### config.mk
export PLATFORM = sky130hd
export DESIGN_NAME = alu_addsub_pipe_flat
export DESIGN_NICKNAME = d
export VERILOG_FILES = /design/src/rtl/alu_addsub_pipe_pkg.sv /design/src/rtl/alu_addsub_pipe_if.sv /design/src/rtl/alu_addsub_pipe_slice.sv /design/src/rtl/alu_addsub_pipe.sv /design/src/flat_wrapper.sv
export SDC_FILE = /design/constraint.sdc
export NUM_CORES = 1
export LEC_CHECK = 0
export ABC_CLOCK_PERIOD_IN_PS = 4700
export CAP_MARGIN = 10
export CORE_UTILIZATION = 40
export DETAILED_ROUTE_END_ITERATION = 8
export GPL_TIMING_DRIVEN = 0
export MAX_ROUTING_LAYER = met4
export PLACE_DENSITY = 0.68
export SYNTH_ARGS = -nofsm -noshare
export SYNTH_HDL_FRONTEND = slang
export SYNTH_SLANG_ARGS = --single-unit
### constraint.sdc
create_clock -name soc_clk -period 4.7 [get_ports soc_clk]
set_clock_uncertainty 0.2 [all_clocks]
set_input_delay 0.47 -clock soc_clk [delete_from_list [all_inputs] [get_ports soc_clk]]
set_output_delay 0.47 -clock soc_clk [all_outputs]
set_load 0.02 [all_outputs]
### src/rtl/alu_addsub_pipe_pkg.sv
// Shared opcode constants, flag bundle and default width for the pipelined ALU add/sub unit.
package alu_pkg;

    localparam int         ALU_WIDTH = 32;
    localparam logic [4:0] OP_ADD    = 5'd6;
    localparam logic [4:0] OP_SUB    = 5'd7;

    typedef struct packed {
        logic carry;
        logic overflow;
        logic zero;
        logic neg;
    } alu_flags_t;

    // Flag state presented while no result has been produced (result reads as 0).
    function automatic alu_flags_t flags_idle();
        alu_flags_t f;
        f.carry    = 1'b0;
        f.overflow = 1'b0;
        f.zero     = 1'b1;
        f.neg      = 1'b0;
        return f;
    endfunction

endpackage

### src/rtl/alu_addsub_pipe_if.sv
// Operand/result handshake bundle between the decode stage, the add/sub pipe and writeback.
interface alu_addsub_pipe_if
    import alu_pkg::*;
#(
    parameter int WIDTH = ALU_WIDTH
);
    logic             in_valid;
    logic             in_ready;
    logic [WIDTH-1:0] ALU_dat1;
    logic [WIDTH-1:0] ALU_dat2;
    logic [4:0]       decryptedOP;
    logic             out_valid;
    logic             out_ready;
    logic [WIDTH-1:0] AddSub_out;
    logic             AddSub_carry;
    logic             AddSub_overflow;
    logic             AddSub_zero;
    logic             AddSub_neg;

    modport master (
        output in_valid, ALU_dat1, ALU_dat2, decryptedOP, out_ready,
        input  in_ready, out_valid, AddSub_out, AddSub_carry, AddSub_overflow,
               AddSub_zero, AddSub_neg
    );

    modport slave (
        input  in_valid, ALU_dat1, ALU_dat2, decryptedOP, out_ready,
        output in_ready, out_valid, AddSub_out, AddSub_carry, AddSub_overflow,
               AddSub_zero, AddSub_neg
    );

endinterface

### src/rtl/alu_addsub_pipe_slice.sv
// One S-bit slice of the segmented carry chain: plain adder with carry in and carry out.
module addsub_slice
    import alu_pkg::*;
#(
    parameter int S = 16
) (
    input  logic [S-1:0] a,
    input  logic [S-1:0] b,
    input  logic         cin,
    output logic [S-1:0] sum,
    output logic         cout
);
    logic [S:0] full_s;

    assign full_s = {1'b0, a} + {1'b0, b} + {{S{1'b0}}, cin};
    assign sum    = full_s[S-1:0];
    assign cout   = full_s[S];

endmodule

### src/rtl/alu_addsub_pipe.sv
// Pipelined WIDTH-bit ADD/SUB with a segmented carry chain over STAGES registered slices.
// Define ALU_ADDSUB_SAT_EN to saturate the result on signed overflow instead of wrapping.
module alu_addsub_pipe
    import alu_pkg::*;
#(
    parameter int         WIDTH  = ALU_WIDTH,
    parameter int         STAGES = 2,
    parameter logic [4:0] OP_ADD = alu_pkg::OP_ADD,
    parameter logic [4:0] OP_SUB = alu_pkg::OP_SUB
) (
    input  logic             soc_clk,
    input  logic             reset,
    alu_addsub_pipe_if.slave bus
);
    localparam int S    = WIDTH / STAGES;
    localparam int LAST = STAGES - 1;

    logic             advance_s;
    logic [WIDTH-1:0] a_in_s;
    logic [WIDTH-1:0] b_in_s;
    logic             cin_s;

    // Per-stage operands seen by slice k: index 0 is the live input, k>0 the stage k-1 register.
    logic [WIDTH-1:0] a_s     [STAGES];
    logic [WIDTH-1:0] b_s     [STAGES];
    logic [WIDTH-1:0] r_s     [STAGES];
    logic             c_s     [STAGES];
    logic             v_s     [STAGES];
    logic [S-1:0]     sum_s   [STAGES];
    logic             cout_s  [STAGES];
    logic [WIDTH-1:0] r_nxt_s [STAGES];

    logic [WIDTH-1:0] a_r [STAGES];
    logic [WIDTH-1:0] b_r [STAGES];
    logic [WIDTH-1:0] r_r [STAGES];
    logic             c_r [STAGES];
    logic             v_r [STAGES];

    logic             ovf_s;
    logic [WIDTH-1:0] res_s;
    alu_flags_t       flags_s;
    logic [WIDTH-1:0] out_r;
    alu_flags_t       flags_r;

    assign advance_s = ~v_r[LAST] | bus.out_ready;

    // Operand decode: SUB inverts B and injects carry 1; unknown opcodes flow through as 0 + 0.
    always_comb begin
        a_in_s = {WIDTH{1'b0}};
        b_in_s = {WIDTH{1'b0}};
        cin_s  = 1'b0;
        if (bus.decryptedOP == OP_ADD) begin
            a_in_s = bus.ALU_dat1;
            b_in_s = bus.ALU_dat2;
            cin_s  = 1'b0;
        end else if (bus.decryptedOP == OP_SUB) begin
            a_in_s = bus.ALU_dat1;
            b_in_s = ~bus.ALU_dat2;
            cin_s  = 1'b1;
        end else begin
            a_in_s = {WIDTH{1'b0}};
            b_in_s = {WIDTH{1'b0}};
            cin_s  = 1'b0;
        end
    end

    // Stage input selection: first stage from the bus, later stages from the previous register.
    always_comb begin
        a_s[0] = a_in_s;
        b_s[0] = b_in_s;
        r_s[0] = {WIDTH{1'b0}};
        c_s[0] = cin_s;
        v_s[0] = bus.in_valid;
        for (int k = 1; k < STAGES; k++) begin
            a_s[k] = a_r[k-1];
            b_s[k] = b_r[k-1];
            r_s[k] = r_r[k-1];
            c_s[k] = c_r[k-1];
            v_s[k] = v_r[k-1];
        end
    end

    for (genvar g = 0; g < STAGES; g++) begin : g_slice
        addsub_slice #(.S(S)) u_slice (
            .a    (a_s[g][g*S +: S]),
            .b    (b_s[g][g*S +: S]),
            .cin  (c_s[g]),
            .sum  (sum_s[g]),
            .cout (cout_s[g])
        );
    end

    // Merge each stage's new slice into the result bits carried from earlier stages.
    always_comb begin
        for (int k = 0; k < STAGES; k++) begin
            r_nxt_s[k]            = r_s[k];
            r_nxt_s[k][k*S +: S]  = sum_s[k];
        end
    end

    // Final-stage result and flags; the top A/B' slice is the one that lands in the last stage.
    always_comb begin
        ovf_s = (a_s[LAST][WIDTH-1] == b_s[LAST][WIDTH-1]) &&
                (r_nxt_s[LAST][WIDTH-1] != a_s[LAST][WIDTH-1]);
`ifdef ALU_ADDSUB_SAT_EN
        if (ovf_s) begin
            res_s = a_s[LAST][WIDTH-1] ? {1'b1, {(WIDTH-1){1'b0}}}
                                       : {1'b0, {(WIDTH-1){1'b1}}};
        end else begin
            res_s = r_nxt_s[LAST];
        end
`else
        res_s = r_nxt_s[LAST];
`endif
        flags_s.carry    = cout_s[LAST];
        flags_s.overflow = ovf_s;
        flags_s.zero     = ~|res_s;
        flags_s.neg      = res_s[WIDTH-1];
    end

    // Pipeline and output registers; a global stall freezes every stage together.
    always_ff @(posedge soc_clk or negedge reset) begin
        if (!reset) begin
            for (int k = 0; k < STAGES; k++) begin
                a_r[k] <= {WIDTH{1'b0}};
                b_r[k] <= {WIDTH{1'b0}};
                r_r[k] <= {WIDTH{1'b0}};
                c_r[k] <= 1'b0;
                v_r[k] <= 1'b0;
            end
            out_r   <= {WIDTH{1'b0}};
            flags_r <= flags_idle();
        end else if (advance_s) begin
            for (int k = 0; k < STAGES; k++) begin
                a_r[k] <= a_s[k];
                b_r[k] <= b_s[k];
                r_r[k] <= r_nxt_s[k];
                c_r[k] <= cout_s[k];
                v_r[k] <= v_s[k];
            end
            out_r   <= res_s;
            flags_r <= flags_s;
        end
    end

    assign bus.in_ready        = advance_s;
    assign bus.out_valid       = v_r[LAST];
    assign bus.AddSub_out      = out_r;
    assign bus.AddSub_carry    = flags_r.carry;
    assign bus.AddSub_overflow = flags_r.overflow;
    assign bus.AddSub_zero     = flags_r.zero;
    assign bus.AddSub_neg      = flags_r.neg;

endmodule

### src/flat_wrapper.sv
// flat-port wrapper written by rule: the top's interface ports become plain ports
module alu_addsub_pipe_flat import alu_pkg::*;
#(
    parameter int         WIDTH  = ALU_WIDTH,
    parameter int         STAGES = 2,
    parameter logic [4:0] OP_ADD = alu_pkg::OP_ADD,
    parameter logic [4:0] OP_SUB = alu_pkg::OP_SUB
)
  (soc_clk, reset, bus_in_valid, bus_ALU_dat1, bus_ALU_dat2, bus_decryptedOP, bus_out_ready, bus_in_ready, bus_out_valid, bus_AddSub_out, bus_AddSub_carry, bus_AddSub_overflow, bus_AddSub_zero, bus_AddSub_neg);
  alu_addsub_pipe_if #(.WIDTH(WIDTH)) bus_i ();
  input  logic soc_clk;
  input  logic reset;
  input wire logic [$bits(bus_i.in_valid)-1:0] bus_in_valid;
  input wire logic [$bits(bus_i.ALU_dat1)-1:0] bus_ALU_dat1;
  input wire logic [$bits(bus_i.ALU_dat2)-1:0] bus_ALU_dat2;
  input wire logic [$bits(bus_i.decryptedOP)-1:0] bus_decryptedOP;
  input wire logic [$bits(bus_i.out_ready)-1:0] bus_out_ready;
  output wire logic [$bits(bus_i.in_ready)-1:0] bus_in_ready;
  output wire logic [$bits(bus_i.out_valid)-1:0] bus_out_valid;
  output wire logic [$bits(bus_i.AddSub_out)-1:0] bus_AddSub_out;
  output wire logic [$bits(bus_i.AddSub_carry)-1:0] bus_AddSub_carry;
  output wire logic [$bits(bus_i.AddSub_overflow)-1:0] bus_AddSub_overflow;
  output wire logic [$bits(bus_i.AddSub_zero)-1:0] bus_AddSub_zero;
  output wire logic [$bits(bus_i.AddSub_neg)-1:0] bus_AddSub_neg;
  assign bus_i.in_valid = bus_in_valid;
  assign bus_i.ALU_dat1 = bus_ALU_dat1;
  assign bus_i.ALU_dat2 = bus_ALU_dat2;
  assign bus_i.decryptedOP = bus_decryptedOP;
  assign bus_i.out_ready = bus_out_ready;
  assign bus_in_ready = bus_i.in_ready;
  assign bus_out_valid = bus_i.out_valid;
  assign bus_AddSub_out = bus_i.AddSub_out;
  assign bus_AddSub_carry = bus_i.AddSub_carry;
  assign bus_AddSub_overflow = bus_i.AddSub_overflow;
  assign bus_AddSub_zero = bus_i.AddSub_zero;
  assign bus_AddSub_neg = bus_i.AddSub_neg;
  alu_addsub_pipe #(.WIDTH(WIDTH), .STAGES(STAGES), .OP_ADD(OP_ADD), .OP_SUB(OP_SUB)) u_core (.soc_clk(soc_clk), .reset(reset), .bus(bus_i));
endmodule
[Word-level counts from Yosys, hierarchy flattened]
Index checks and enable logic that the tools add are counted.
Cells by class
  add/sub/neg operators: 4
  eq/ne operators: 4
  multiplexer cells: 6
  bitwise operators: 3
  reduce and logical (&&, ||, !) cells: 3
Operator list (number)
  $mux 32: 4
  $add 16x16->17: 2
  $add 17x1->17: 2
  $not 32->32: 1
  $reduce_or 32->1: 1
  $eq 5x3->1 const B: 2
  $mux 1: 2
  $eq 1x1->1: 1
  $logic_and 1x1->1: 1
  $logic_not 1->1: 1
  $ne 1x1->1: 1
  $not 1->1: 1
  $or 1x1->1: 1
Word-level totals
  register bits: 119
  bits of input ports: 73
  output and inout bits: 38
  logic and storage cells: 31

[Longest topological paths before layout]
Gate-level depths: netlist of run 1.
  depth after elaboration: 5
  mapped depth: 15
  depth with buffers taken out: 13

[By module]
A second synthesis of run 1 with hierarchy kept.
Second synthesis, totals
  cells, all modules: 620
  area total of the unflattened synthesis: 5456.5 um2
Modules (own cells, without submodules)
  alu_addsub_pipe: instances 1, cells each 437, area each 3976.3 um2, seq. area each 2153.3 um2
  addsub_slice (u_core.g_slice[1].u_slice): instances 1, cells each 94, area each 747.0 um2, seq. area each 0.0 um2
  addsub_slice (u_core.g_slice[0].u_slice): instances 1, cells each 89, area each 733.2 um2, seq. area each 0.0 um2

[Worst setup path after synthesis of run 1]
Ideal clock, no wire load.
  path type: input to register
  start point: input bus_decryptedOP[0]
  end point: register u_core.r_r, in the netlist u_core.r_nxt_s[15]
  setup time: 0.069 ns
  data arrival time: 3.298 ns
  required time: 4.431 ns
  setup slack: 1.133 ns
  cell stages on the path: 13
  path buffers: 2
  cell sequence: clkbuf_1 -> clkbuf_1 -> xnor2_1 -> nor2_1 -> ha_1 -> o21ai_0 -> a21oi_1 -> o21ai_0 -> a21oi_1 -> o41ai_1 -> o22ai_1 -> or3_1 -> nand3_1
On the way
  longest elaborated chain between the ends: 5
  elaborated cells on any way between the ends: 10
  classes of those cells: add/sub: 2; eq/ne: 2; mux: 6
RTL lines
  from (decl): RTL line flat_wrapper.sv:16  | input wire logic [$bits(bus_i.decryptedOP)-1:0] bus_decryptedOP;
  $eq 5x3->1: RTL line alu_addsub_pipe.sv:56  | end else if (bus.decryptedOP == OP_SUB) begin
  $mux 32: RTL line alu_addsub_pipe.sv:56
  $mux 32: RTL line alu_addsub_pipe.sv:52  | if (bus.decryptedOP == OP_ADD) begin
  $add 16x16->17: RTL line alu_addsub_pipe_slice.sv:15  | assign full_s = {1'b0, a} + {1'b0, b} + {{S{1'b0}}, cin};
  $add 17x1->17 (*): RTL line alu_addsub_pipe_slice.sv:15
  to (signal, indexed assignment): RTL line alu_addsub_pipe.sv:127  | r_r[k] <= {WIDTH{1'b0}};
  to (signal, indexed assignment): RTL line alu_addsub_pipe.sv:137  | r_r[k] <= r_nxt_s[k];
  to (decl): RTL line alu_addsub_pipe.sv:35  | logic [WIDTH-1:0] r_r [STAGES];
Mark *: on every way between the ends. The rest lies on a longest branch, timed or not.
A chain may end at the register's enable or synchronous reset.

[Final worst setup path of run 1]
  start point: input bus_decryptedOP[1]
  end point: register u_core.r_r, in the netlist u_core.r_nxt_s[15]
The elaborated chain is that of the path after synthesis.

==> results.md, run 1 <==
- The flow ran to the end, and the final reports show no timing, DRC or antenna violations.
- The die is 116.6 µm wide.
- For this run, the share of the core covered by cells in the final layout is approximately 54%.
- The post-layout minimum cycle time is 4.235 ns.
- Power spread over the standard cell area amounts to 281.5 nW/µm².
- Yosys printed 0 warnings.
- The maximum ir drop on the vdd rail is 216.8 µV.
- The longest clock path from root to sink contains 2 buffers.
- The kind of path behind the tightest hold check is register to register.
- The wire length of the first global-routing pass is about 24000 µm.
- Once the clock tree was built, the resizer swapped 0 gates to a different size.
- The total setup violations reported at the end of the flow is 0.
- Global routing finished with a remaining overflow of 0.
- Yosys instantiated no cell more often than sky130_fd_sc_hd__nand2_1.
- The signal on the critical path passes through clkdlybuf4s50_1, nor4bb_1, clkbuf_1, clkbuf_1, and2_1, ha_1, o21ai_0, a21oi_1, o21ai_0, a21oi_1, o41ai_1, o22ai_1, or3_1, nand3_1.
- The nature of the critical path endpoint is a register.
- The analysis attributes to net switching a power of 550.4 µW.
- In this run the worst path has a maximum fanout of 10.
- The iteration count of the initial detailed-routing pass is 4.
- On the final layout, the worst hold slack is 0.2642 ns.
- The final clock period utilization by the worst path is around nine tenths.
- For the worst-skew pair, the clock arrives at the later sink with an insertion delay of 0.34 ns.
- After floorplanning, the core was divided into 41 placement rows.
- The global router's overall resource usage is 23.83%.
- The number of H-tree levels is 3.
- Measured along the y axis, the die boundary spans 116.6 µm.
- The worst setup path is launched from a primary input.
- The via count of the first global-routing pass came to 4654.
- The leakage power figure is 0.003172 µW.
- The number of DRC markers in iteration 0 is 264.
- Compared with the post-synthesis result, the final layout area differs by 31.12%.
- Synthesis produced a netlist with a net count of 713.
- The hold buffer count at CTS is 1.
- The maximum number of pins on one net before global-route repair is 69.
- The number of nets still failing antenna checks after routing is 0.
- The cell at the root of the clock tree is sky130_fd_sc_hd__clkbuf_16.
- The number of clock buffers added by TritonCTS is 9.
- The required arrival time at the worst endpoint is 4.77 ns.
- For this block, the routed nets add up to around 15000 µm of wire.
- Once the floorplan was initialized, standard cells occupied 41.28% of the core.
- The synthesized netlist contains 56 unique library cells.
- Synthesis produced a netlist whose cell count is approximately 610.
- The initial antenna violation count is 0.
- The synthesized area per cell is about 8.7 µm².
- By area the synthesized netlist is led by sky130_fd_sc_hd__dfrtp_1 (41%), sky130_fd_sc_hd__nand2_1 (10%), sky130_fd_sc_hd__ha_1 (7.1%), sky130_fd_sc_hd__xnor2_1 (6.7%), sky130_fd_sc_hd__nor2_1 (3.1%).
- At the end of routability-driven placement, the weighted congestion stood at 0.9044.
- The largest delay contributor family on the critical path is compound AO/OA/AOI/OAI gates.
- Of the synthesized area, sequential elements account for 41.01%.
- Per report_power, the sequential group accounts for 42.8% of the total.
- The via count normalized by instance count is 5.208.
- The I/O pin count is approximately 110.
- The measured slew at the worst slew-check pin is 0.8413 ns.
- The standard cell with the maximum stage delay on the critical path is sky130_fd_sc_hd__o41ai_1.
- The post-synthesis instance area is 5251 µm².
- The total area inside the core boundary comes to around 13000 µm².
- After detailed routing, the average wire length per cell comes to 16.50 µm.
- The type of the worst setup path is primary input to register.
- The proportion of layout cells with a drive suffix above 1 is 3.683%.
- The sum of negative setup slack is 0 ns.
- The die covers 13590 µm².
- Of all flip-flops after synthesis, the portion carrying an async set or reset was 100.0%.
- Post-CTS timing repair inserted 0 buffers for setup.
- The total count of max-transition violations in the final report is 0.
- After detailed routing, the number of remaining DRC violations is 0.
- In this run, synthesis inferred 0 flip-flops with an integrated enable.
- The sum of buffers and inverters on the critical path is 3.
- In the synthesized netlist, the cells that appear most often are sky130_fd_sc_hd__nand2_1 (141), sky130_fd_sc_hd__dfrtp_1 (85), sky130_fd_sc_hd__nor2_1 (44).
- The number of buffer cells added on primary ports is 109.
- The post-route cell area is 6885 µm².
- The clock-pin slew of the registers on the worst-case setup and hold paths is approximately 0.06 ns.
- The final hold violation count is 0.
- Setup repair after global routing left no endpoint under its margin.
- The total of fill cells in the finished design is 1235.
- In the final design database the tool counted 835 nets.
- The cell internal power dissipation is 1388 µW.
- The max-slew headroom at the worst pin is 43.91%.
- The part of the power in the clock network is 36.5%.
- Summed over all instances, the cell type with the most area after synthesis is sky130_fd_sc_hd__dfrtp_1.
- In this run the biggest area consumer among cell types represents around 41% of the synthesized area.
- The delay of the slowest critical-path stage is 0.62 ns.
- The via count is 4713.
- For the worst setup path, the data arrival time is 4.31 ns.
- 0 antenna diodes ended up in the layout.
- After legalization and detailed placement, the total HPWL measured between 10000 and 15000 µm.
- The switching portion of total power is 28.40%.
- The synthesized design contains 86 register bits.
- The max-capacitance violation count is 0.
- Based on the critical path, the design can be clocked at up to 0.2361 GHz.
- Once placement finished, the instance area stood at 6583 µm².
- TritonCTS built the clock tree.
- The clock net in this run drives a total of 86 sinks.
- The power share of the combinational group is between 20% and 30%.
- For this run, the leading register cell type out of synthesis is sky130_fd_sc_hd__dfrtp_1.
[registers in the layout, indices dropped and copies added, names as in the netlist]
register / count
u_core.a_r: 16
u_core.b_r: 16
u_core.bus.AddSub_carry: 1
u_core.bus.AddSub_neg: 1
u_core.bus.AddSub_out: 31
u_core.bus.AddSub_overflow: 1
u_core.bus.AddSub_zero: 1
u_core.bus.out_valid: 1
u_core.c_r: 1
u_core.r_nxt_s: 16
u_core.v_r: 1
[worst reg2reg max path: stages, from the launching register on]
cell and delay [ns]:
sky130_fd_sc_hd__dfrtp_1 0.37, sky130_fd_sc_hd__inv_1 0.08, sky130_fd_sc_hd__fa_1 0.45, sky130_fd_sc_hd__inv_1 0.09
sky130_fd_sc_hd__fa_1 0.46, sky130_fd_sc_hd__nor4_1 0.29, sky130_fd_sc_hd__nand4_1 0.16, sky130_fd_sc_hd__a211oi_1 0.31
sky130_fd_sc_hd__o2111ai_1 0.16, sky130_fd_sc_hd__a21oi_1 0.15, sky130_fd_sc_hd__o2111a_1 0.22, sky130_fd_sc_hd__or4b_1 0.48
sky130_fd_sc_hd__o31ai_2 0.21
[routing by layer]
layer | wire (µm) | track usage, % | up-vias
met4 | 173 | 5.063 | 0
li1 | - | - | 2332
met2 | 6685 | 37.08 | 131
met3 | 773 | 3.321 | 12
met1 | 7296 | 33.12 | 2238
met5 | 0 | - | -
[cells in the final DEF (no fill, tap or decap), types with 4 or more instances in the layout]
| cell type | n |
|---|---|
| sky130_fd_sc_hd__clkbuf_1 | 30 |
| sky130_fd_sc_hd__and2_1 | 16 |
| sky130_fd_sc_hd__nand2b_1 | 7 |
| sky130_fd_sc_hd__nor4_1 | 4 |
| sky130_fd_sc_hd__o21ai_0 | 26 |
| sky130_fd_sc_hd__nand3_1 | 26 |
| sky130_fd_sc_hd__ha_1 | 30 |
| sky130_fd_sc_hd__clkbuf_16 | 9 |
| sky130_fd_sc_hd__fa_1 | 4 |
| sky130_fd_sc_hd__dfrtp_1 | 85 |
| sky130_fd_sc_hd__a21oi_1 | 32 |
| sky130_fd_sc_hd__nor3_1 | 5 |
| sky130_fd_sc_hd__xnor2_1 | 40 |
| sky130_fd_sc_hd__o211ai_1 | 4 |
| sky130_fd_sc_hd__o31ai_1 | 20 |
| sky130_fd_sc_hd__nand2_1 | 141 |
| sky130_fd_sc_hd__nor2_1 | 44 |
| sky130_fd_sc_hd__inv_1 | 12 |
| sky130_fd_sc_hd__xor2_1 | 12 |
| sky130_fd_sc_hd__nor2b_1 | 4 |
| sky130_fd_sc_hd__a21o_1 | 5 |
| sky130_fd_sc_hd__clkdlybuf4s50_1 | 108 |
| sky130_fd_sc_hd__a31oi_1 | 4 |
[layout make-up]
class / count / area, µm² / area share, %
well taps: 172 / 215.2 / 3.126
inverters: 13 / 48.80 / 0.7087
clock inverters: 5 / 60.06 / 0.8723
clock buffers: 11 / 232.7 / 3.380
repair buffers: 111 / 1126 / 16.35
flip-flops and latches: 86 / 2153 / 31.27
plain buffers: 31 / 120.1 / 1.745
multi-input cells: 476 / 2929 / 42.54
[path summary, 6_finish.rpt]
path,end,cells past startpoint,slack [ns],start
worst max-delay path,u_core.r_nxt_s[15],14,0.46,bus_decryptedOP[1]
worst min-delay path,u_core.bus.AddSub_out[17],2,0.26,u_core.bus.AddSub_out[17]
worst max register to register,u_core.bus.AddSub_zero,12,1.00,u_core.c_r[1]
worst min register to register,u_core.bus.AddSub_out[17],2,0.26,u_core.bus.AddSub_out[17]
max in group asynchronous,u_core.bus.AddSub_zero,3,3.33,reset
min in group asynchronous,u_core.b_r[57],2,0.35,reset
[metrics by stage]
stage / power (µW) / cells / setup WS, ns
after floorplan: 1034 / 606 / 1.133
after global placement: 1236 / 887 / -0.1035
final: 1938 / 905 / 0.4647
after CTS: 1951 / 905 / 0.4605
after detailed placement: 1246 / 888 / 0.1355
after global routing: 2020 / 905 / 0.1064
[power by group through the flow]
stage | Clock, µW | Sequential (µW) | Combinational (µW)
after floorplan | 0 | 871 | 163
after global placement | 0 | 840 | 396
after detailed placement | 0 | 842 | 404
after CTS | 717 | 829 | 406
after global routing | 747 | 834 | 438
final | 707 | 829 | 402
[kinds of logic after synthesis]
logic type,count (synthesis),synth area share (%)
simple gates,269,22.99
compound gates,119,15.01
flops,86,41.01
xor+xnor,52,8.673
buf+inv,44,3.217
fa+ha+maj,34,8.673
mux,2,0.4288
(Power assumes the default switching activity.)
==> run 2, diff against run 1 <==
CELL_PAD_IN_SITES_DETAIL_PLACEMENT = 0   (was not set)
CELL_PAD_IN_SITES_GLOBAL_PLACEMENT = 2   (was not set)
CORE_UTILIZATION = 33   (was 40)
PLACE_DENSITY = 0.89   (was 0.68)
==> results.md, run 2 (synthesis gave the netlist of run 1 again) <==
- The switching portion of total power is 27.72% (-0.68 points).
- The data arrival time of the critical path came to 4.21 ns (-0.10 ns).
- The required arrival time at the worst endpoint is 4.78 ns (about the same).
- The portion of total power attributed to sequential cells is 41.1% (-1.7 points).
- The area of the die was 16420 µm² (+21%).
- Setup repair after global routing left no endpoint under its margin.
- The total power per unit cell area is 288.9 nW/µm² (+2.6%).
- The number of cells on the worst hold path is 1 (-1).
- The maximum fanout along the worst path was 10 (unchanged).
- The kind of cell with the highest combined delay along the critical path is compound AO/OA/AOI/OAI gates.
- The worst register-to-register path ends at u_core.bus.AddSub_zero.
- The placement-stage cell area is 6631 µm² (+0.74%).
- The weighted congestion at the end of routability-driven global placement is 0.8508 (-5.9%).
- The power share of the combinational group came to 20.1% (-0.6 points).
- The number of nets still failing antenna checks after routing was 0 (unchanged).
- The iteration count of the initial detailed-routing pass was 4 (unchanged).
- The delay of the slowest critical-path stage is 0.59 ns (-0.03 ns).
- The overall overflow remaining after global route is 0 (unchanged).
- The net load switching power is 557.9 µW (+1.4%).
- The number of flip-flops under the largest register name came to 31 (unchanged).
- The worst hold path terminates at u_core.bus.out_valid.
- The maximum ir drop on the vdd rail is 186.2 µV (-14%).
- Clock tree synthesis selected as its root buffer the cell sky130_fd_sc_hd__clkbuf_16.
- The post-detailed-route wirelength per cell came to 15.81 µm (-4.2%).
- The max-slew headroom at the worst pin is 51.08% (+7.2 points).
- The cell internal power dissipation is 1455 µW (+4.8%).
- The proportion of layout cells with a drive suffix above 1 is 3.820% (+0.14 points).
- Walking the worst path, the cells encountered are clkdlybuf4s50_1, nor4bb_1, clkbuf_1, clkbuf_1, and2_1, ha_1, o21ai_0, a21oi_1, o21ai_0, a21oi_1, o41ai_1, o22ai_1, or3_1, nand3_1.
- The nature of the critical path endpoint is a register.
- The starting utilization of the core area is 34.16% (-7.1 points).
- The worst-case register-to-register setup slack came to 0.93 ns (-0.07 ns).
- The startpoint of the tightest hold check path is u_core.v_r[1].
- The number of gates resized after CTS is 0 (unchanged).
- The total count of max-transition violations in the final report is 0 (unchanged).
- The kind of launch point of the worst setup path is a primary input.
- By startpoint and endpoint, the worst setup path is classified as primary input to register.
- The die span in x was 128.1 µm (+9.9%).
- TritonCTS built the clock tree.
- The floorplan core area came to 15370 µm² (+21%).
- The sum of negative setup slack is 0 ns (unchanged).
- The number of buffer cells added on primary ports is 109 (unchanged).
- The highest clock rate came to 0.2424 GHz (+2.6%).
- The post-detailed-route DRC marker count is 0 (unchanged).
- The via count normalized by instance count is 4.871 (-6.5%).
- The measured slew at the worst slew-check pin came to 0.7338 ns (-0.1075 ns).
- The path class of the tightest hold or removal check is register to register.
- The max-capacitance violation count is 0 (unchanged).
- The clock-pin slew of the registers on the worst-case setup and hold paths is 0.06 ns (about the same).
- The initial antenna violation count is 0 (unchanged).
- The number of DRC markers in iteration 0 is 207 (-22%).
- The maximum number of pins on one net before global-route repair is 70 (+1.4%).
- The total setup violations reported at the end of the flow is 0 (unchanged).
- The HPWL after detailed placement came to 11760 µm (about the same).
- The post-route cell area is 6967 µm² (+1.2%).
- The reg-to-reg critical path startpoint is u_core.c_r[1].
- The number of H-tree levels came to 3 (unchanged).
- The total of fill cells in the finished design came to 1520 (+23%).
- The wire length of the first global-routing pass was 24020 µm (+1.8%).
- The clock insertion delay at the later pin of the skew report is 0.34 ns (about the same).
- The number of clock buffers inserted by TritonCTS is 9 (unchanged).
- The via count is 4598 (-2.4%).
- The final clock period utilization by the worst path was 87.79% (-2.3 points).
- The floorplan die height is 128.1 µm (+9.9%).
- The run finished with clean final reports.
- The post-layout minimum cycle time is 4.126 ns (-0.1091 ns).
- The utilization of the core after routing is 45.32% (-8.8 points).
- Relative to the synthesized area, the layout overhead comes to 32.67%.
- The part of the power in the clock network was 38.9% (+2.4 points).
- The leakage power figure was 0.003181 µW (+0.26%).
- The clock tree buffer depth is 2 (unchanged).
- The number of setup buffers added after CTS came to 0 (unchanged).
- The number of nets at the end of the flow came to 835 (unchanged).
- The clock sink count is 86 (unchanged).
- The worst reg-to-reg path cell count is 12 (unchanged).
- In the layout the commonest cells are sky130_fd_sc_hd__nand2_1 (141), sky130_fd_sc_hd__clkdlybuf4s50_1 (108), sky130_fd_sc_hd__dfrtp_1 (85).
- The total routed wirelength came to 14920 µm (about the same).
- The standard cell with the maximum stage delay on the critical path is sky130_fd_sc_hd__o41ai_1.
- The most common cell after layout, fill and taps aside is sky130_fd_sc_hd__nand2_1.
- The number of rows in the core area is 45 (+9.8%).
- The via count of the first global-routing pass is 4498 (-3.4%).
- The I/O pin count was 111 (unchanged).
- The final hold violation count came to 0 (unchanged).
- The sum of buffers and inverters on the critical path came to 3 (unchanged).
- The final antenna diode count was 0 (unchanged).
- The global router's overall resource usage is 19.96% (-3.9 points).
run 2: changes by cell type in the layout (fill, tap and decap cells not counted), sizes merged:
cell | before | now
clkinv | 3 | 0
clkinvlp | 1 | 3
bufinv | 1 | 2
run 2: repair_timing:
item	4_1_cts	5_1_grt
hold buffers	1	0
endpoints found under the setup margin	0	0
endpoints found under the hold margin	17	0
run 2: layout make-up:
| cell class | count | area, µm² | area share, % |
|---|---|---|---|
| Tap cell | 211 | 264.0 | 3.790 |
| Buffer | 31 | 120.1 | 1.724 |
| Inverter | 13 | 48.80 | 0.7004 |
| Timing Repair Buffer | 111 | 1126 | 16.16 |
| Clock buffer | 11 | 242.7 | 3.484 |
| Multi-Input combinational cell | 476 | 2929 | 42.04 |
| Clock inverter | 5 | 82.58 | 1.185 |
| Sequential cell | 86 | 2153 | 30.91 |
run 2: worst register-to-register path, stage by stage (launching register included):
cell,delay (ns)
sky130_fd_sc_hd__dfrtp_1,0.37
sky130_fd_sc_hd__inv_1,0.07
sky130_fd_sc_hd__fa_1,0.46
sky130_fd_sc_hd__inv_1,0.09
sky130_fd_sc_hd__fa_1,0.47
sky130_fd_sc_hd__nor4_1,0.32
sky130_fd_sc_hd__nand4_1,0.17
sky130_fd_sc_hd__a211oi_1,0.34
sky130_fd_sc_hd__o2111ai_1,0.18
sky130_fd_sc_hd__a21oi_1,0.17
sky130_fd_sc_hd__o2111a_1,0.20
sky130_fd_sc_hd__or4b_1,0.47
sky130_fd_sc_hd__o31ai_2,0.19
run 2: power groups by stage:
stage	sequential (µW)	clock [µW]	combinational, µW
global placement	840	0	399
CTS	827	799	410
global route	834	830	442
detailed placement	841	0	408
floorplan	871	0	163
finish	827	782	404
run 2: worst max-delay path by stage:
stage,from,end,slack (ns),cells after the start
after floorplan,bus_decryptedOP[0],u_core.r_nxt_s[15],1.13,13
after global placement,reset,u_core.bus.AddSub_out[11],-0.13,1
after detailed placement,bus_decryptedOP[1],u_core.r_nxt_s[15],0.13,14
after CTS,bus_decryptedOP[1],u_core.r_nxt_s[15],0.47,14
after global routing,bus_decryptedOP[1],u_core.r_nxt_s[15],0.19,14
final,bus_decryptedOP[1],u_core.r_nxt_s[15],0.57,14
run 2: layer usage:
layer / wire length [µm] / GRT usage (%)
met1: 7414 / 27.60
met3: 572 / 2.588
met2: 6675 / 30.31
met5: 0 / -
met4: 258 / 6.367
run 2: metrics by stage:
stage,setup WS (ns),cells,hold WS (ns),power [µW]
after floorplan,1.133,606,-0.02559,1034
after CTS,0.4699,944,0.2706,2036
after global routing,0.1852,944,0.2884,2106
after global placement,-0.1267,926,0.2432,1240
after detailed placement,0.1345,927,0.1627,1249
final,0.5738,944,0.2677,2012
